===== config.mk =====
export PLATFORM = sky130hd
export DESIGN_NAME = piso_serializer
export DESIGN_NICKNAME = d
export VERILOG_FILES = /design/src/rtl/piso_serializer.sv
export SDC_FILE = /design/constraint.sdc
export NUM_CORES = 1
export LEC_CHECK = 0
export ABC_AREA = 1
export BUFFER_PORTS_ARGS = -buffer_cell sky130_fd_sc_hd__buf_2
export CORE_UTILIZATION = 44
export DETAILED_ROUTE_END_ITERATION = 7
export MAX_ROUTING_LAYER = met4
export PLACE_DENSITY = 0.76
export SLEW_MARGIN = 20
export SYNTH_ARGS = -nofsm -noshare
export SYNTH_HDL_FRONTEND = slang
export SYNTH_SLANG_ARGS = --single-unit
export TNS_END_PERCENT = 1

===== constraint.sdc =====
create_clock -name clk2 -period 1.3 [get_ports clk2]
set_clock_uncertainty 0.2 [all_clocks]
set_input_delay 0.195 -clock clk2 [delete_from_list [all_inputs] [get_ports clk2]]
set_output_delay 0.195 -clock clk2 [all_outputs]
set_load 0.01 [all_outputs]

===== src/rtl/piso_serializer.sv =====
// Parallel-in serial-out feeder for the downstream SIPO: valid/ready load,
// MSB-first shift on clk2, a completion strobe one cycle after the last bit, and a wrapping word count.
module piso_serializer #(
    parameter int unsigned WIDTH    = 4,
    parameter logic        IDLE_BIT = 1'b0,
    parameter int unsigned CNT_W    = 8
) (
    input  logic             clk2,
    input  logic             in3,
    input  logic [WIDTH-1:0] par_in,
    input  logic             load_valid,
    output logic             load_ready,
    output logic             ser_out,
    output logic             ser_valid,
    output logic             last_bit,
    output logic             word_strobe,
    output logic [CNT_W-1:0] words_sent
);

    localparam int unsigned CW = (WIDTH > 2) ? $clog2(WIDTH) : 1;
    localparam logic [CW-1:0] LAST_CNT = CW'(WIDTH - 1);

    typedef enum logic {IDLE, SHIFT} state_t;

    state_t           state, state_nx;
    logic [WIDTH-1:0] shreg, shreg_nx;
    logic [CW-1:0]    cnt, cnt_nx;
    logic             accept;

    always_ff @(posedge clk2) begin
        if (in3) begin
            state       <= IDLE;
            shreg       <= '0;
            cnt         <= '0;
            word_strobe <= 1'b0;
            words_sent  <= '0;
        end else begin
            state       <= state_nx;
            shreg       <= shreg_nx;
            cnt         <= cnt_nx;
            word_strobe <= last_bit;
            if (last_bit)
                words_sent <= words_sent + CNT_W'(1);
        end
    end

    // Ready on the last-bit cycle so a new word can follow with no gap.
    always_comb begin
        state_nx   = state;
        shreg_nx   = shreg;
        cnt_nx     = cnt;
        ser_valid  = 1'b0;
        ser_out    = IDLE_BIT;
        last_bit   = 1'b0;
        load_ready = 1'b0;
        accept     = 1'b0;

        case (state)
            IDLE: begin
                load_ready = 1'b1;
            end
            SHIFT: begin
                ser_valid  = 1'b1;
                ser_out    = shreg[WIDTH-1];
                last_bit   = (cnt == LAST_CNT);
                load_ready = last_bit;
                shreg_nx   = {shreg[WIDTH-2:0], 1'b0};
                cnt_nx     = cnt + CW'(1);
                if (last_bit)
                    state_nx = IDLE;
            end
            default: state_nx = IDLE;
        endcase

        accept = load_valid && load_ready;
        if (accept) begin
            state_nx = SHIFT;
            shreg_nx = par_in;
            cnt_nx   = '0;
        end
    end

endmodule


==> out/metrics.cfg <==
[run_status]
status=finished with violations
violations=negative setup slack

[worst_hold_path]
hold_path_class=in2reg

[die]
start_util_pct=48.05
die_w_um=43.03
die_area_mm2=0.001852
ios=20
coreArea_mm2=0.001541
die_h_um=43.03
std_cell_rows=14

[routing]
first_iter_violations=40
post_drt_wl_per_cell_um=12.36
vias_per_cell=5.065
drtAntennaViolNets=0
routed_wl_mm=1.904
vias=780
drt_first_pass_iters=4
drcViolationCount=0

[place]
dpl.hpwl_mm=1.129
place_area_um2=892.1
portBuffers=19
place.gp.congestion=0.8042

[final_layout]
fin_util_pct=72.00
drive_above_1_share_pct=39.86
n_antenna_cell=0
nets=148
design_area_mm2=0.001110
area_growth_pct=49.83

[grt]
grt_usage_pct=21.78
grt_pass1_wl_mm=2.870
grt_start_max_net_pins=12
overflow=0
grt_pass1_vias=653
antenna_found_initial=0

[worst_setup_path]
cp_cell_sequence=ha_4 -> inv_4 -> nand2_4 -> buf_6
slowest_delay_ns=0.35
critPathKind=reg2out
cp_data_arrival_time_ns=1.07
cp.required_ns=0.90
worstPathMaxFanout=2
start_kind=register
crit_path_end_kind=output port
cp_slowest_cell=dfxtp_2

[yosys]
synth_area_um2=740.7
synth_top_family_by_area=simple AND/OR/NAND/NOR gates
synth_cell_type_count=18
synth.area.mux_share_pct=0
ys_seq_elements=16
yosys.area_share.simple_pct=32.94
synth_cells=103
synth_top_cell_area_share_pct=43.24
synthAdderAreaFrac_pct=3.378
synth_xor_area_share_pct=2.365
synthesis.nets=112
syn_avg_cell_area_um2=7.191
synth_area_leader_cell=dfxtp_1
synth_compound_area_share_pct=9.459
ys_warn_count=0
yosysSeqAreaShare_pct=43.24
synthTopCellsByArea=dfxtp_1 (43%), nand2_1 (14%), nor2_1 (9.1%)

[timing]
fin_crit_sh_pct=112.7
maxSlewViolCount=0
max_freq_mhz=682.6
setup-violations-final=12
tightest_slew_ns=0.3083
timing.final.ws_setup_ns=-0.1649
slew_headroom_pct=79.43
period_needed_ns=1.465
hold_viol_final=0
setup_tns_ns=-1.227
rsz0062_at_grt=yes

[power]
leakage_nw=0.5259
fin_total_pwr_mw=0.9989
vdd_drop_max_mv=0.9523
powerDensity_mw_per_mm2=900.0

[cts]
cts_made_buffers=3
insertion_delay_ns=0.30
clock-sinks=16
cts_tree=done
clkSlewWorstSetupHoldPaths_ns=0.10
cts_root_buffer=clkbuf_4
htree_num_levels=1
clk_path_buf_depth=2

[flow_run]
drv_cap=0

[cells in the mapped netlist]
| master | instances |
|---|---|
| a21oi_1 | 8 |
| a21oi_2 | 1 |
| a31oi_1 | 1 |
| buf_4 | 1 |
| buf_6 | 1 |
| dfxtp_1 | 16 |
| ha_1 | 2 |
| inv_1 | 11 |
| inv_2 | 1 |
| nand2_1 | 27 |
| nand2_4 | 1 |
| nand3_1 | 7 |
| nand4_1 | 1 |
| nor2_1 | 18 |
| nor2_4 | 2 |
| o21ai_0 | 3 |
| xnor2_1 | 1 |
| xor2_1 | 1 |
[area by class of cell]
cell class              count  area [um2]
fillers                   117       431.7
clock buffers               4       36.28
flip-flops and latches     16       330.3
inverters                  12       50.05
well taps                  16       20.02
repair buffers             33       254.0
multi-input cells          73       419.2
[sequential cells by signal, summed over array words and instances (netlist names)]
signal and count:
state 1, cnt 2, word_strobe 1, words_sent 8
shreg 4
[critical path, delay by kind of cell (launching register included)]
kind,cells,cell delay (ns)
DFF,1,0.35
adders and majority gates,1,0.19
buffers and inverters,2,0.18
and+or+nand+nor,1,0.05
[cells by family after synthesis]
family                     Yosys count
adders and majority gates            2
xor gates and xnor gates             2
and+or+nand+nor                     56
buffers and inverters               14
DFF                                 16
AOI/OAI and AO/OA                   13
[metal layers]
layer	GRT usage, %	share of wire [%]	vias up
met3	3.830	4.3	5
met4	12.12	1.9	0
li1	-	-	393
met2	32.73	46	18
met1	27.56	48	364
met5	-	0	-
[cell usage in the layout (no fill, tap or decap), drive strengths merged]
master,netlist,final
a21oi,9,9
a31oi,1,1
buf,2,30
clkbuf,0,4
dfxtp,16,16
dlygate4sd3,0,3
ha,2,2
inv,12,12
nand2,28,28
nand3,7,7
nand4,1,1
nor2,20,20
o21ai,3,3
xnor2,1,1
xor2,1,1
[final timing paths]
kind                                 from  depth (start not counted)    endpoint  slack [ns]
worst max-delay path               cnt[1]                          4  load_ready       -0.16
worst min-delay path            par_in[1]                          5    shreg[1]        0.04
worst max register to register     cnt[1]                          7    shreg[1]       -0.15
worst min register to register   shreg[0]                          2    shreg[0]        0.29
[power breakdown]
part	total, mW	internal (mW)	switching [mW]
Sequential	0.518	0.504	0.0142
Clock	0.345	0.171	0.174
Combinational	0.135	0.0660	0.0693
[stage by stage]
step / setup slack, ns / hold WS (ns) / cells
after floorplan: 0.01576 / 0.06407 / 103
after global placement: -0.007423 / 0.2372 / 143
after detailed placement: -0.07631 / 0.2386 / 143
after CTS: -0.1421 / 0.03129 / 154
after global routing: -0.1897 / 0.08585 / 154
final: -0.1649 / 0.03816 / 154
[what timing repair did]
item | 4_1_cts | 5_1_grt
setup buffers | 4 | 0
endpoints found under the hold margin | 6 | 0
setup endpoints to repair | 13 | 21
pin swaps | 5 | 2
hold buffers | 3 | 0
resized for setup | 16 | 17
Power figures use the tool's default switching activity.
